`src/rtl/wb_arbiter_pkg.sv`:
```
// Shared types and constants for the writeback arbiter.
// Lane indices, the null register and the buffered entry layout.
package wb_pkg;

  localparam int N_LANES  = 3;
  localparam int LANE_MEM = 0;
  localparam int LANE_IO  = 1;
  localparam int LANE_ALU = 2;

  localparam logic [5:0] REG_NONE = 6'd0;

  typedef struct packed {
    logic [5:0]  addr;
    logic [31:0] val;
  } wb_entry_t;

endpackage

```
`src/rtl/wb_arbiter_if.sv`:
```
// Result streams in, register-file write port and status out.
// slave: arbiter side; master: producer/consumer side.
interface wb_arbiter_if;

  logic [5:0]  alu_addr;
  logic [31:0] alu_val;
  logic [5:0]  mem_addr;
  logic [31:0] mem_val;
  logic [5:0]  io_addr;
  logic [31:0] io_val;
  logic        rf_we;
  logic [5:0]  rf_addr;
  logic [31:0] rf_val;
  logic        wb_stall;
  logic        wb_ovf;

  modport slave (
    input  alu_addr, alu_val,
    input  mem_addr, mem_val,
    input  io_addr,  io_val,
    output rf_we, rf_addr, rf_val,
    output wb_stall, wb_ovf
  );

  modport master (
    output alu_addr, alu_val,
    output mem_addr, mem_val,
    output io_addr,  io_val,
    input  rf_we, rf_addr, rf_val,
    input  wb_stall, wb_ovf
  );

endinterface

```
`src/rtl/wb_arbiter_fifo.sv`:
```
// Per-lane result FIFO with natural-wrap pointers.
// Push while full is ignored unless a pop frees the slot.
module wb_fifo
  import wb_pkg::*;
#(
  parameter int DEPTH = 8
) (
  input  logic                     clk,
  input  logic                     rstn,
  input  logic                     i_push,
  input  logic                     i_pop,
  input  wb_entry_t                i_din,
  output wb_entry_t                o_head,
  output logic [$clog2(DEPTH):0]   o_count,
  output logic                     o_full
);

  localparam int AW = $clog2(DEPTH);
  localparam int CW = AW + 1;

  wb_entry_t         r_mem [DEPTH];
  logic [AW-1:0]     r_wp;
  logic [AW-1:0]     r_rp;
  logic [CW-1:0]     r_count;
  logic              w_wr;

  assign o_full  = (r_count == CW'(DEPTH));
  assign w_wr    = i_push && (!o_full || i_pop);
  assign o_head  = r_mem[r_rp];
  assign o_count = r_count;

  // Storage array: written on accepted push, never reset.
  always_ff @(posedge clk) begin
    if (w_wr)
      r_mem[r_wp] <= i_din;
  end

  // Pointers and occupancy, cleared by synchronous reset.
  always_ff @(posedge clk) begin
    if (!rstn) begin
      r_wp    <= '0;
      r_rp    <= '0;
      r_count <= '0;
    end else begin
      if (w_wr)
        r_wp <= r_wp + 1'b1;
      if (i_pop)
        r_rp <= r_rp + 1'b1;
      r_count <= r_count + CW'(w_wr) - CW'(i_pop);
    end
  end

endmodule

```
`src/rtl/wb_arbiter.sv`:
```
// Merges MEM, IO and ALU results onto one register-file write port.
// Fixed priority MEM > IO > ALU; losers wait in per-lane FIFOs.
module wb_arbiter
  import wb_pkg::*;
#(
  parameter int DEPTH = 8,
  parameter int SLACK = 5
) (
  input  logic         clk,
  input  logic         rstn,
  wb_arbiter_if.slave  wb
);

  localparam int CW = $clog2(DEPTH) + 1;

  wb_entry_t            w_in    [N_LANES];
  wb_entry_t            w_head  [N_LANES];
  wb_entry_t            w_cand  [N_LANES];
  logic [CW-1:0]        w_count [N_LANES];
  logic [N_LANES-1:0]   w_full;
  logic [N_LANES-1:0]   w_empty;
  logic [N_LANES-1:0]   w_req;
  logic [N_LANES-1:0]   w_grant;
  logic [N_LANES-1:0]   w_push;
  logic [N_LANES-1:0]   w_pop;
  wb_entry_t            w_win;
  logic                 w_any;
  logic                 w_drop;
  logic                 w_stall;

  logic                 r_we;
  logic [5:0]           r_addr;
  logic [31:0]          r_val;
  logic                 r_ovf;

  assign w_in[LANE_MEM] = '{addr: wb.mem_addr, val: wb.mem_val};
  assign w_in[LANE_IO]  = '{addr: wb.io_addr,  val: wb.io_val};
  assign w_in[LANE_ALU] = '{addr: wb.alu_addr, val: wb.alu_val};

  wb_fifo #(.DEPTH(DEPTH)) u_fifo_mem (
    .clk     (clk),
    .rstn    (rstn),
    .i_push  (w_push[LANE_MEM]),
    .i_pop   (w_pop[LANE_MEM]),
    .i_din   (w_in[LANE_MEM]),
    .o_head  (w_head[LANE_MEM]),
    .o_count (w_count[LANE_MEM]),
    .o_full  (w_full[LANE_MEM])
  );

  wb_fifo #(.DEPTH(DEPTH)) u_fifo_io (
    .clk     (clk),
    .rstn    (rstn),
    .i_push  (w_push[LANE_IO]),
    .i_pop   (w_pop[LANE_IO]),
    .i_din   (w_in[LANE_IO]),
    .o_head  (w_head[LANE_IO]),
    .o_count (w_count[LANE_IO]),
    .o_full  (w_full[LANE_IO])
  );

  wb_fifo #(.DEPTH(DEPTH)) u_fifo_alu (
    .clk     (clk),
    .rstn    (rstn),
    .i_push  (w_push[LANE_ALU]),
    .i_pop   (w_pop[LANE_ALU]),
    .i_din   (w_in[LANE_ALU]),
    .o_head  (w_head[LANE_ALU]),
    .o_count (w_count[LANE_ALU]),
    .o_full  (w_full[LANE_ALU])
  );

  // Per-lane request and candidate: FIFO head first, else bypass.
  always_comb begin
    w_empty = '0;
    w_req   = '0;
    for (int l = 0; l < N_LANES; l++) begin
      w_empty[l] = (w_count[l] == '0);
      w_req[l]   = !w_empty[l] || (w_in[l].addr != REG_NONE);
      w_cand[l]  = w_empty[l] ? w_in[l] : w_head[l];
    end
  end

  // Fixed-priority grant, one-hot so the select below is exclusive.
  always_comb begin
    w_grant           = '0;
    w_grant[LANE_MEM] = w_req[LANE_MEM];
    w_grant[LANE_IO]  = w_req[LANE_IO] && !w_req[LANE_MEM];
    w_grant[LANE_ALU] = w_req[LANE_ALU] && !w_req[LANE_MEM]
                        && !w_req[LANE_IO];
    w_any             = |w_req;
  end

  // Select the winning candidate.
  always_comb begin
    w_win = '0;
    unique case (1'b1)
      w_grant[LANE_MEM]: w_win = w_cand[LANE_MEM];
      w_grant[LANE_IO]:  w_win = w_cand[LANE_IO];
      w_grant[LANE_ALU]: w_win = w_cand[LANE_ALU];
      default:           w_win = '0;
    endcase
  end

  // FIFO control: winner pops its head, a bypassing winner never pushes.
  always_comb begin
    w_push = '0;
    w_pop  = '0;
    w_drop = 1'b0;
    for (int l = 0; l < N_LANES; l++) begin
      w_pop[l]  = w_grant[l] && !w_empty[l];
      w_push[l] = (w_in[l].addr != REG_NONE)
                  && !(w_grant[l] && w_empty[l]);
      w_drop    = w_drop || (w_push[l] && w_full[l] && !w_pop[l]);
    end
  end

  // Stall once any lane can no longer absorb in-flight results.
  always_comb begin
    w_stall = 1'b0;
    for (int l = 0; l < N_LANES; l++)
      w_stall = w_stall || (int'(w_count[l]) > DEPTH - SLACK);
  end

  // Register-file write port; address and data hold when idle.
  always_ff @(posedge clk) begin
    if (!rstn) begin
      r_we   <= 1'b0;
      r_addr <= '0;
      r_val  <= '0;
    end else begin
      r_we <= w_any;
      if (w_any) begin
        r_addr <= w_win.addr;
        r_val  <= w_win.val;
      end
    end
  end

  // Sticky overflow flag.
  always_ff @(posedge clk) begin
    if (!rstn)
      r_ovf <= 1'b0;
    else if (w_drop)
      r_ovf <= 1'b1;
  end

  assign wb.rf_we    = r_we;
  assign wb.rf_addr  = r_addr;
  assign wb.rf_val   = r_val;
  assign wb.wb_stall = w_stall;
  assign wb.wb_ovf   = r_ovf;

endmodule

```
`src/flat_wrapper.sv`:
```
// flat-port wrapper written by rule: the top's interface ports become plain ports
module wb_arbiter_flat import wb_pkg::*;
#(
  parameter int DEPTH = 8,
  parameter int SLACK = 5
)
  (clk, rstn, wb_alu_addr, wb_alu_val, wb_mem_addr, wb_mem_val, wb_io_addr, wb_io_val, wb_rf_we, wb_rf_addr, wb_rf_val, wb_wb_stall, wb_wb_ovf);
  wb_arbiter_if wb_i ();
  input  logic clk;
  input  logic rstn;
  input wire logic [$bits(wb_i.alu_addr)-1:0] wb_alu_addr;
  input wire logic [$bits(wb_i.alu_val)-1:0] wb_alu_val;
  input wire logic [$bits(wb_i.mem_addr)-1:0] wb_mem_addr;
  input wire logic [$bits(wb_i.mem_val)-1:0] wb_mem_val;
  input wire logic [$bits(wb_i.io_addr)-1:0] wb_io_addr;
  input wire logic [$bits(wb_i.io_val)-1:0] wb_io_val;
  output wire logic [$bits(wb_i.rf_we)-1:0] wb_rf_we;
  output wire logic [$bits(wb_i.rf_addr)-1:0] wb_rf_addr;
  output wire logic [$bits(wb_i.rf_val)-1:0] wb_rf_val;
  output wire logic [$bits(wb_i.wb_stall)-1:0] wb_wb_stall;
  output wire logic [$bits(wb_i.wb_ovf)-1:0] wb_wb_ovf;
  assign wb_i.alu_addr = wb_alu_addr;
  assign wb_i.alu_val = wb_alu_val;
  assign wb_i.mem_addr = wb_mem_addr;
  assign wb_i.mem_val = wb_mem_val;
  assign wb_i.io_addr = wb_io_addr;
  assign wb_i.io_val = wb_io_val;
  assign wb_rf_we = wb_i.rf_we;
  assign wb_rf_addr = wb_i.rf_addr;
  assign wb_rf_val = wb_i.rf_val;
  assign wb_wb_stall = wb_i.wb_stall;
  assign wb_wb_ovf = wb_i.wb_ovf;
  wb_arbiter #(.DEPTH(DEPTH), .SLACK(SLACK)) u_core (.clk(clk), .rstn(rstn), .wb(wb_i));
endmodule
```
`config.mk`:
```
export PLATFORM = sky130hd
export DESIGN_NAME = wb_arbiter_flat
export DESIGN_NICKNAME = d
export VERILOG_FILES = /design/src/rtl/wb_arbiter_pkg.sv /design/src/rtl/wb_arbiter_if.sv /design/src/rtl/wb_arbiter_fifo.sv /design/src/rtl/wb_arbiter.sv /design/src/flat_wrapper.sv
export SDC_FILE = /design/constraint.sdc
export NUM_CORES = 1
export LEC_CHECK = 0
export ABC_AREA = 1
export ABC_CLOCK_PERIOD_IN_PS = 4950
export BUFFER_PORTS_ARGS = -buffer_cell sky130_fd_sc_hd__buf_2
export CORE_MARGIN = 2
export CORE_UTILIZATION = 48
export CTS_CLUSTER_DIAMETER = 80
export DETAILED_ROUTE_END_ITERATION = 7
export GPL_ROUTABILITY_DRIVEN = 0
export PLACE_DENSITY = 0.61
export SYNTH_ARGS = -nofsm -noshare
export SYNTH_HDL_FRONTEND = slang
export SYNTH_SLANG_ARGS = --single-unit
```
`constraint.sdc`:
```
create_clock -name clk -period 4.95 [get_ports clk]
set_input_delay 0.495 -clock clk [delete_from_list [all_inputs] [get_ports clk]]
set_output_delay 0.495 -clock clk [all_outputs]
set_load 0.01 [all_outputs]
```
[Yosys cells after proc, flatten, opt, wreduce, memory -nomap -nowiden]
Memories as Yosys holds them, arrays and structs flattened. A register that Yosys moved wholly into a read port is not among the register bits.
Cells that the tools add are included.
Word-level totals
  memories kept: 3
  bits in read-only memories: 0
  input bits: 116
  RAM bits: 912
  output and inout port bits: 41
  word-level logic and storage cells: 102
  register bits after elaboration: 70
  latch bits: 0
Memories
  u_core.u_fifo_alu.r_mem: depth 8, bits a word 38, rd ports 1, clocked after Yosys merged registers in 1, write ports 1, RTL line wb_arbiter_fifo.sv:21  | wb_entry_t r_mem [DEPTH];
  u_core.u_fifo_io.r_mem: depth 8, bits a word 38, rd ports 1, clocked after Yosys merged registers in 1, write ports 1, RTL line wb_arbiter_fifo.sv:21
  u_core.u_fifo_mem.r_mem: depth 8, bits a word 38, rd ports 1, clocked after Yosys merged registers in 1, write ports 1, RTL line wb_arbiter_fifo.sv:21
Operators by class
  div/mod/pow operators: 0
  shift operators: 0
  bitwise operators: 0
  muxes and demuxes: 16
  add/sub/neg operators: 12
  $lt $le $gt $ge: 3
  reduce and logical (&&, ||, !) cells: 52
  equality and inequality tests: 3
  $mul: 0
Operators by type and width (count)
  $mux W38: 3
  $pmux W38 S3: 1
  $logic_and A1 B1 Y1: 21
  $add A3 B1 Y3 const B: 6
  $mux W3: 6
  $reduce_bool A6 Y1: 3
  $logic_not A1 Y1: 14
  $add A4 B1 Y4: 3
  $eq A4 B4 Y1 const B: 3
  $gt A4 B2 Y1 const B: 3
  $logic_not A4 Y1: 3
  $sub A4 B1 Y4: 3
  $logic_or A1 B1 Y1: 10
  $mux W1: 6
  $reduce_or A3 Y1: 1

[Depth between registers and ports, before layout]
Gate-level depths: netlist (run 1).
  depth in word-level cells: 12
  mapped depth: 17
  depth with buffers taken out: 17

[By module]
From an unflattened synthesis (run 1), not the netlist that was laid out.
Second synthesis, totals
  cells, all modules: 4874
  area total of the unflattened synthesis: 45028.2 um2
Modules (own cells, without submodules)
  wb_fifo: cells an instance 1364, times used 3, seq. area each 9389.0 um2, area each 13668.1 um2
  wb_arbiter: cells an instance 782, times used 1, seq. area each 800.8 um2, area each 4023.9 um2

[Worst setup path before layout (run 1)]
No wires, ideal clock.
  kind: flip-flop to flip-flop
  start: register u_core.u_fifo_io.r_count[2] (netlist: u_core.u_fifo_io.o_count[2])
  end: memory u_core.u_fifo_alu.r_mem[0][0] in the netlist's numbering (enable)
  period minus slack after synthesis: 3.565 ns
  data required time: 4.517 ns
  buffers on the path: 0
  stages on the path, launching flop included: 10
  data arrival time: 3.132 ns
  library setup time: 0.433 ns
  slack: 1.385 ns
  path through: dfxtp_1 -> inv_1 -> ha_1 -> nand3_2 -> nor2_8 -> nand3_4 -> nand2_2 -> nand2_1 -> or2_1 -> nor2_1
Between the ends
  cells in the longest elaborated chain, start to end: 11
  elaborated cells between the ends (all ways): 13
  those cells by class: mux (2); reduce/logical (11)
Ends and longest elaborated chain
  start, declared: RTL line wb_arbiter_fifo.sv:24  | logic [CW-1:0] r_count;
  start signal, assigned: RTL line wb_arbiter_fifo.sv:49  | r_count <= r_count + CW'(w_wr) - CW'(i_pop);
  $logic_not A4 Y1 (*): RTL line wb_arbiter.sv:78  | w_empty[l] = (w_count[l] == '0);
  $logic_not A1 Y1 (*): RTL line wb_arbiter.sv:79  | w_req[l] = !w_empty[l] || (w_in[l].addr != REG_NONE);
  $logic_or A1 B1 Y1 (*): RTL line wb_arbiter.sv:79
  $logic_not A1 Y1 (*): RTL line wb_arbiter.sv:90  | && !w_req[LANE_IO];
  $logic_and A1 B1 Y1 (*): RTL line wb_arbiter.sv:90
  $logic_and A1 B1 Y1: RTL line wb_arbiter.sv:113  | && !(w_grant[l] && w_empty[l]);
  $logic_not A1 Y1: RTL line wb_arbiter.sv:113
  $logic_and A1 B1 Y1: RTL line wb_arbiter.sv:113
  $logic_and A1 B1 Y1 (*): RTL line wb_arbiter_fifo.sv:28  | assign w_wr = i_push && (!o_full || i_pop);
  $mux W1 (*): RTL line wb_arbiter_fifo.sv:34  | if (w_wr)
  $mux W1 (not written as such) (*): RTL line wb_arbiter_fifo.sv:35  | r_mem[r_wp] <= i_din;
  end, declared: RTL line wb_arbiter_fifo.sv:21
Mark *: on every way between the ends. The rest lies on a longest branch, timed or not.

[Worst setup path in the final report (run 1)]
  start: register u_core.u_fifo_mem.r_count[2] (netlist: u_core.u_fifo_mem.o_count[2])
  end: memory u_core.u_fifo_io.r_mem[5][25] in the netlist's numbering (enable)
Between the ends
  cells in the longest elaborated chain, start to end: 11
  elaborated cells between the ends (all ways): 13
  those cells by class: mux (2); reduce/logical (11)
Ends and longest elaborated chain
  start, declared: RTL line wb_arbiter_fifo.sv:24
  start signal, assigned: RTL line wb_arbiter_fifo.sv:49
  $logic_not A4 Y1 (*): RTL line wb_arbiter.sv:78
  $logic_not A1 Y1 (*): RTL line wb_arbiter.sv:79
  $logic_or A1 B1 Y1 (*): RTL line wb_arbiter.sv:79
  $logic_not A1 Y1 (*): RTL line wb_arbiter.sv:88  | w_grant[LANE_IO] = w_req[LANE_IO] && !w_req[LANE_MEM];
  $logic_and A1 B1 Y1 (*): RTL line wb_arbiter.sv:88
  $logic_and A1 B1 Y1: RTL line wb_arbiter.sv:113
  $logic_not A1 Y1: RTL line wb_arbiter.sv:113
  $logic_and A1 B1 Y1: RTL line wb_arbiter.sv:113
  $logic_and A1 B1 Y1 (*): RTL line wb_arbiter_fifo.sv:28
  $mux W1 (*): RTL line wb_arbiter_fifo.sv:34
  $mux W1 (not written as such) (*): RTL line wb_arbiter_fifo.sv:35
  end, declared: RTL line wb_arbiter_fifo.sv:21
Marks and branches as above.

==> results of run 1 <==
-- flip-flops by register name (all words and copies together) (netlist names), named ones only --
name and flops:
u_core.u_fifo_io.r_wp 3, u_core.u_fifo_io.o_count 4, u_core.u_fifo_alu.o_count 4, u_core.u_fifo_mem.r_mem 304, u_core.wb.rf_val 32, u_core.u_fifo_io.r_mem 304
u_core.u_fifo_io.r_rp 3, u_core.u_fifo_alu.r_rp 3, u_core.u_fifo_alu.r_wp 3, u_core.u_fifo_alu.r_mem 304, u_core.u_fifo_mem.o_count 4, u_core.wb.rf_addr 6
u_core.wb.rf_we 1, u_core.u_fifo_mem.r_rp 3, u_core.wb.wb_ovf 1, u_core.u_fifo_mem.r_wp 3
-- Yosys cell counts, types with 2 or more instances --
cell type / n / area [um2]
buf_4: 8 / 60.1
ha_1: 21 / 263
inv_2: 12 / 45.0
nand2_1: 956 / 3590
clkbuf_1: 91 / 342
a21oi_1: 54 / 270
o21ai_0: 220 / 1100
nand4_1: 31 / 194
nand3_2: 4 / 40.0
nor2_2: 5 / 31.3
clkinv_1: 2 / 7.51
a211oi_1: 2 / 15.0
or2_2: 61 / 382
o211ai_1: 3 / 22.5
fa_1: 3 / 60.1
edfxtp_1: 912 / 27400
o21ai_1: 8 / 40.0
nand3_4: 3 / 52.6
nor2_1: 628 / 2360
nand3_1: 465 / 2330
buf_6: 6 / 67.6
nor2_4: 2 / 22.5
dfxtp_1: 79 / 1580
buf_2: 85 / 425
xor2_1: 5 / 43.8
buf_1: 27 / 101
nand2_2: 5 / 31.3
inv_1: 220 / 826
-- worst max-delay path by stage --
| stage | startpoint | end | slack (ns) | cells past startpoint |
|---|---|---|---|---|
| CTS | u_core.u_fifo_mem.o_count[2]$_SDFF_PN0_ | u_core.u_fifo_io.r_mem[5][36]$_DFFE_PP_ | 1.39 | 12 |
| floorplan | u_core.u_fifo_io.o_count[2]$_SDFF_PN0_ | u_core.u_fifo_alu.r_mem[0][0]$_DFFE_PP_ | 1.38 | 9 |
| global route | u_core.u_fifo_mem.o_count[2]$_SDFF_PN0_ | u_core.u_fifo_io.r_mem[2][29]$_DFFE_PP_ | 1.19 | 12 |
| detailed placement | wb_mem_addr[1] | u_core.u_fifo_io.r_mem[5][31]$_DFFE_PP_ | 1.35 | 12 |
| global placement | wb_mem_addr[1] | u_core.u_fifo_io.r_mem[2][22]$_DFFE_PP_ | 1.37 | 12 |
| finish | u_core.u_fifo_mem.o_count[2]$_SDFF_PN0_ | u_core.u_fifo_io.r_mem[5][25]$_DFFE_PP_ | 1.38 | 12 |
-- worst max-delay path: stages (launching register included) --
cell	delay, ns
dfxtp_1	0.30
inv_1	0.07
ha_1	0.18
nand2_2	0.33
nor2_4	0.22
buf_4	0.29
nand2_2	0.13
nand2_1	0.10
nand2_2	0.11
inv_2	0.09
nand2_1	0.26
nor2_4	0.85
buf_4	0.33
-- cells in the final DEF (no fill, tap or decap), types with 2 or more instances in the layout --
cell,n
inv_16,2
bufinv_16,7
o21ai_0,220
o21ai_1,8
nor2_1,604
dfxtp_1,71
xor2_1,5
or2_2,61
nand2_1,956
buf_12,6
nand4_1,31
inv_6,4
fa_1,3
clkbuf_8,13
clkbuf_16,108
dfxtp_2,4
buf_4,56
nor3_4,2
nand3_4,3
dfxtp_4,4
o211ai_1,3
edfxtp_1,912
inv_2,8
a211oi_1,2
inv_1,219
nor2_2,5
nor2_4,26
ha_1,21
clkbuf_1,22
clkinv_1,19
nand3_1,465
nand3_2,4
a21oi_1,54
nand2_2,5
diode_2,8
buf_2,156
clkinv_2,24
-- stage by stage --
stage               power, mW  hold WS [ns]
floorplan                12.1         0.433
global placement         13.0         0.444
detailed placement       13.1         0.442
CTS                      20.9        0.0672
global route             21.5         0.108
finish                   20.8         0.113
-- kinds of logic after synthesis --
logic type	share of synthesized area, %
AO/OA/AOI/OAI	3.48
adder cells (fa/ha/maj)	0.772
buffers and inverters	4.48
XOR/XNOR	0.126
flip-flops	69.3
AND/OR/NAND/NOR	21.8
-- power groups by stage --
stage                     combinational, mW  clock (mW)  sequential (mW)
after floorplan                        1.42           0             10.7
after CTS                              2.46        7.91             10.5
final                                  2.44        7.82             10.5
after global placement                 2.41           0             10.6
after global routing                   2.71        8.23             10.6
after detailed placement               2.45           0             10.7
-- metal layers --
layer	vias up	global-route usage, %	wire, um
li1	13500	-	-
met1	13700	36.6	49300
met2	1073	40.2	54100
met3	162	4.05	8920
met4	26	8.62	3640
met5	-	0	162
-- area by class of cell --
cell class,count,area (um2)
timing repair buffer,218,1320
tap,1155,1450
clock inverter,53,478
inverter,234,892
clock buffer,143,2960
multi-input combinational,2486,11100
sequential,991,29000
fill,7365,39200
antenna,8,20.0
==> run summary, run 1 <==
CORE AREA: 86500 um2
largest net degree at the start of global routing: 155
P_sw: 5.29 mW
first-pass GRT wire length: 171 mm
post_cts resized: 0
Post-Place Cells: 5084
Antenna Nets Post-Route: 0
GR Util All Layers: 25.6%
vias in the first global route: 26200
Post-synth EDFFs: 912
htree depth: 3
pwr/cell area: 439 nW/um2
worst relative slew slack: 27.9%
syn avg cell area: 10.6 um2
vias per cell: 5.37
Setup Crit Path Kind: flip-flop to flip-flop
layout cells sized above 1: 12.2%
Worst VDD drop: 317 uV
Synth Flop Type: edfxtp_1
WL/cell: 22.0 um
final WL: 116 mm
status: complete, no violations
setup repair after global routing missed its margin: no
drt pass-1 iters: 5
Die W: 299 um
internal power: 15.5 mW
max-slew violations: 0
Fin Clk Skew: 0.0358 ns
Hold Path Class: input port to flip-flop
# clock sinks: 991
crit start category: flip-flop
Ports: 157
Final Setup Violations: 0
Net Sw Frac: 25.5%
Bufs on Longest Clock Path: 3
crit path capture type: flip-flop
CTS tree: yes
Comb power frac: 11.8%
Synth cell types: 38
postcts setup bufs: 0
Hold-fix buffers, CTS: 0
fin cells: 5288
register area share after synthesis: 69.3%
CP required: 5.31 ns
R2R cell count: 12
Mapped Cells: 3928
Critical R2R Launch: u_core.u_fifo_mem.o_count[2]$_SDFF_PN0_
Final Hold Vio Count: 0
initial antenna violation count: 21
DRC Markers: 0
Yosys warnings: 0
reg-to-reg slack, setup: 1.38 ns
FP Rows: 108
root buf cell: clkbuf_16
Sum Neg Setup Slack: 0 ns
Layout area overhead: 13.0%
Via Count: 28400
die area: 89400 um2
Core Util, Final: 54.6%
global route overflow: 0
Syn Std Cell Area: 41800 um2
Worst-Skew Late Latency: 0.68 ns
fraction of the cycle the final worst path needs: 72.2%
post-synthesis register bit count: 991
Mapped Nets: 4068
fmax: 280 MHz
Worst Min Path Start: wb_mem_val[31]
WHS Endpoint: u_core.u_fifo_mem.r_mem[0][31]$_DFFE_PP_
Final nets: 4176
asr flop ratio synth: 0%
worst r2r dst: u_core.u_fifo_io.r_mem[5][25]$_DFFE_PP_
critical path fanouts, max: 30
hold path cells: 1
Max Cap Violations: 0
post-route setup slack: 1.38 ns
post-route cell area: 47200 um2
Initial DRC Count: 2759
Initial Util: 48.3%
area post-placement: 43800 um2
Period minus WS final: 3.57 ns
clock slew at reported path FFs: 0.06 ns
HPWL after detailed placement: 74.2 mm
Arr. time, crit path: 3.93 ns
Die Y: 299 um
CTS Buf Count: 105
leakage: 18.1 nW
clock power share: 37.7%
IO Port Bufs: 156
share of power burned in registers: 50.6%
pre-CTS worst setup slack: 1.35 ns
slew at the pin closest to its max-slew limit: 1.08 ns
(Power assumes the default switching activity.)
==> inputs of run 2 (changes only) <==
- ABC_CLOCK_PERIOD_IN_PS: 4950 -> 3680
- clock period: 4.95 -> 3.68 ns (I/O delays scaled with it)
==> run 2 against run 1 <==
Net effect:
- setup slack got worse by 0.74 ns
- critical path depth increased by 1
- via count is essentially flat
- sequential share of layout area shrank 0.67 points
- design area up 1.1%
- utilization increased by 0.60 points
- cell count increased by 0.61%
- register-to-register slack got worse by 0.74 ns
- clock skew fell by 0.0048 ns
- global-route usage decreased by 0.10 points
- routed wire length shrank 1.0%
- total power increased by 34%
- critical path type unchanged
- critical endpoint is now u_core.u_fifo_alu.o_count[2]$_SDFF_PN0_
- largest cell class unchanged
==> run summary, run 2 (synthesized netlist as in run 1, its figures left out) <==
Sequential Area: 29000 um2
Crit-path slowest cell: buf_4
vias per cell: 5.34
Antenna Nets Post-Route: 0
CP Buf/Inv Count: 4
WL/cell: 21.6 um
Final Setup Violations: 0
vias in the first global route: 26200
slew at the pin closest to its max-slew limit: 1.08 ns
status: complete, no violations
Regs by FF count: u_core.u_fifo_alu.r_mem (304), u_core.u_fifo_io.r_mem (304), u_core.u_fifo_mem.r_mem (304)
worst r2r dst: u_core.u_fifo_alu.o_count[2]$_SDFF_PN0_
IO Port Bufs: 156
initial antenna violation count: 18
Worst-Skew Late Latency: 0.66 ns
Via Count: 28400
Bufs on Longest Clock Path: 3
Arr. time, crit path: 3.55 ns
post-route setup slack: 0.639 ns
slowest stage delay, CP: 0.40 ns
GR Util All Layers: 25.5%
first-pass GRT wire length: 170 mm
htree depth: 3
Layout area overhead: 14.3%
root buf cell: clkbuf_16
pwr/cell area: 583 nW/um2
Ports: 157
crit start category: flip-flop
critical-path cell list: inv_1, ha_1, nand3_2, nor2_8, nand3_4, buf_4, clkinv_1, o21ai_0, ha_1, inv_1, fa_1, xor2_1, nor2_1
layout cells sized above 1: 12.2%
Fin Clk Skew: 0.0310 ns
Worst Min Path Start: wb_mem_val[25]
Net Sw Frac: 25.0%
share of power burned in registers: 50.6%
leakage: 18.3 nW
Core Util, Final: 55.2%
die area: 89400 um2
Max Cap Violations: 0
area post-placement: 44100 um2
max-slew violations: 0
Period minus WS final: 3.04 ns
Critical R2R Launch: u_core.u_fifo_io.o_count[2]$_SDFF_PN0_
CTS Buf Count: 103
fin cells: 5320
Worst VDD drop: 399 uV
drt pass-1 iters: 5
Die Y: 299 um
crit path capture type: flip-flop
Initial Util: 48.3%
setup repair after global routing missed its margin: no
most frequent cells in the layout: nand2_1, edfxtp_1, nor2_1
final WL: 115 mm
commonest non-fill, non-tap cell in the layout: nand2_1
global route overflow: 0
Filler cells: 7380
P_sw: 6.97 mW
post-route cell area: 47800 um2
Sum Neg Setup Slack: 0 ns
R2R cell count: 13
HPWL after detailed placement: 71.3 mm
fraction of the cycle the final worst path needs: 82.6%
clock power share: 37.4%
critical path fanouts, max: 36
pre-CTS worst setup slack: 0.563 ns
Top delay family on crit path: buffers and inverters
hold path cells: 1
Setup Crit Path Kind: flip-flop to flip-flop
largest net degree at the start of global routing: 155
Hold Path Class: input port to flip-flop
Die W: 299 um
CP startpoint: u_core.u_fifo_io.o_count[2]$_SDFF_PN0_
clock slew at reported path FFs: 0.06 ns
internal power: 20.9 mW
Initial DRC Count: 2925
CORE AREA: 86500 um2
Comb power frac: 12.0%
CP required: 4.19 ns
fmax: 329 MHz
Post-Place Cells: 5097
Final nets: 4210
CTS tree: yes
WHS Endpoint: u_core.u_fifo_mem.r_mem[6][25]$_DFFE_PP_
reg-to-reg slack, setup: 0.64 ns
DRC Markers: 0
FP Rows: 108
footprint of the multi-input gates: 11100 um2
Final Hold Vio Count: 0
# clock sinks: 991
worst relative slew slack: 27.8%
==> run 2: worst reg2reg max path: cells and delay by family (launching register included) <==
family          cells  cell delay, ns
flops               1            0.30
compound gates      1            0.28
xor+xnor            1            0.15
buf+inv             4            0.93
simple gates        4            0.40
fa+ha+maj           3            0.83
==> run 2: per-layer routing <==
| layer | vias to the layer above | global-route usage (%) | part of all wire (%) |
|---|---|---|---|
| li1 | 13600 | - | - |
| met1 | 13600 | 36.3 | 42 |
| met2 | 1034 | 40.0 | 46 |
| met3 | 177 | 4.31 | 7.9 |
| met4 | 26 | 8.68 | 3.2 |
| met5 | - | 0 | 0.14 |
==> run 2: metrics by stage <==
stage               total power [mW]  hold WS, ns
global route                    29.0       0.0272
floorplan                       16.3        0.433
global placement                17.6        0.442
finish                          27.8       0.0319
CTS                             28.0     0.000399
detailed placement              17.7        0.452
==> run 2: layout make-up <==
cell class / instances / share of cell area, %
Timing Repair Buffer: 254 / 3.98
Antenna cell: 6 / 0.0314
Tap cell: 1155 / 3.03
Clock buffer: 146 / 6.12
Multi-Input combinational cell: 2486 / 23.3
Clock inverter: 48 / 0.988
Sequential cell: 991 / 60.7
Inverter: 234 / 1.85
==> run 2: worst max-delay path by stage <==
stage	to	slack (ns)	depth (start not counted)
2_1_floorplan	u_core.u_fifo_alu.r_mem[0][0]$_DFFE_PP_	0.11	9
4_1_cts	u_core.u_fifo_alu.o_count[2]$_SDFF_PN0_	0.64	13
6_report	u_core.u_fifo_alu.o_count[2]$_SDFF_PN0_	0.64	13
3_5_place_dp	u_core.u_fifo_alu.o_count[2]$_SDFF_PN0_	0.56	13
3_3_place_gp	u_core.u_fifo_alu.o_count[2]$_SDFF_PN0_	0.62	13
5_1_grt	u_core.u_fifo_alu.o_count[2]$_SDFF_PN0_	0.42	13
==> run 2: power by group through the flow <==
stage               registers [mW]  logic (mW)  clock network, mW
finish                        14.1        3.34               10.4
global placement              14.3        3.28                  0
global route                  14.2        3.75               11.0
CTS                           14.1        3.37               10.6
detailed placement            14.3        3.33                  0
floorplan                     14.3        1.91                  0
==> run 2: timing repair <==
action                    CTS  global route
hold buffers               23             0
hold endpoints to repair  167             0
resized for setup           0             0
buffers inserted            0             0
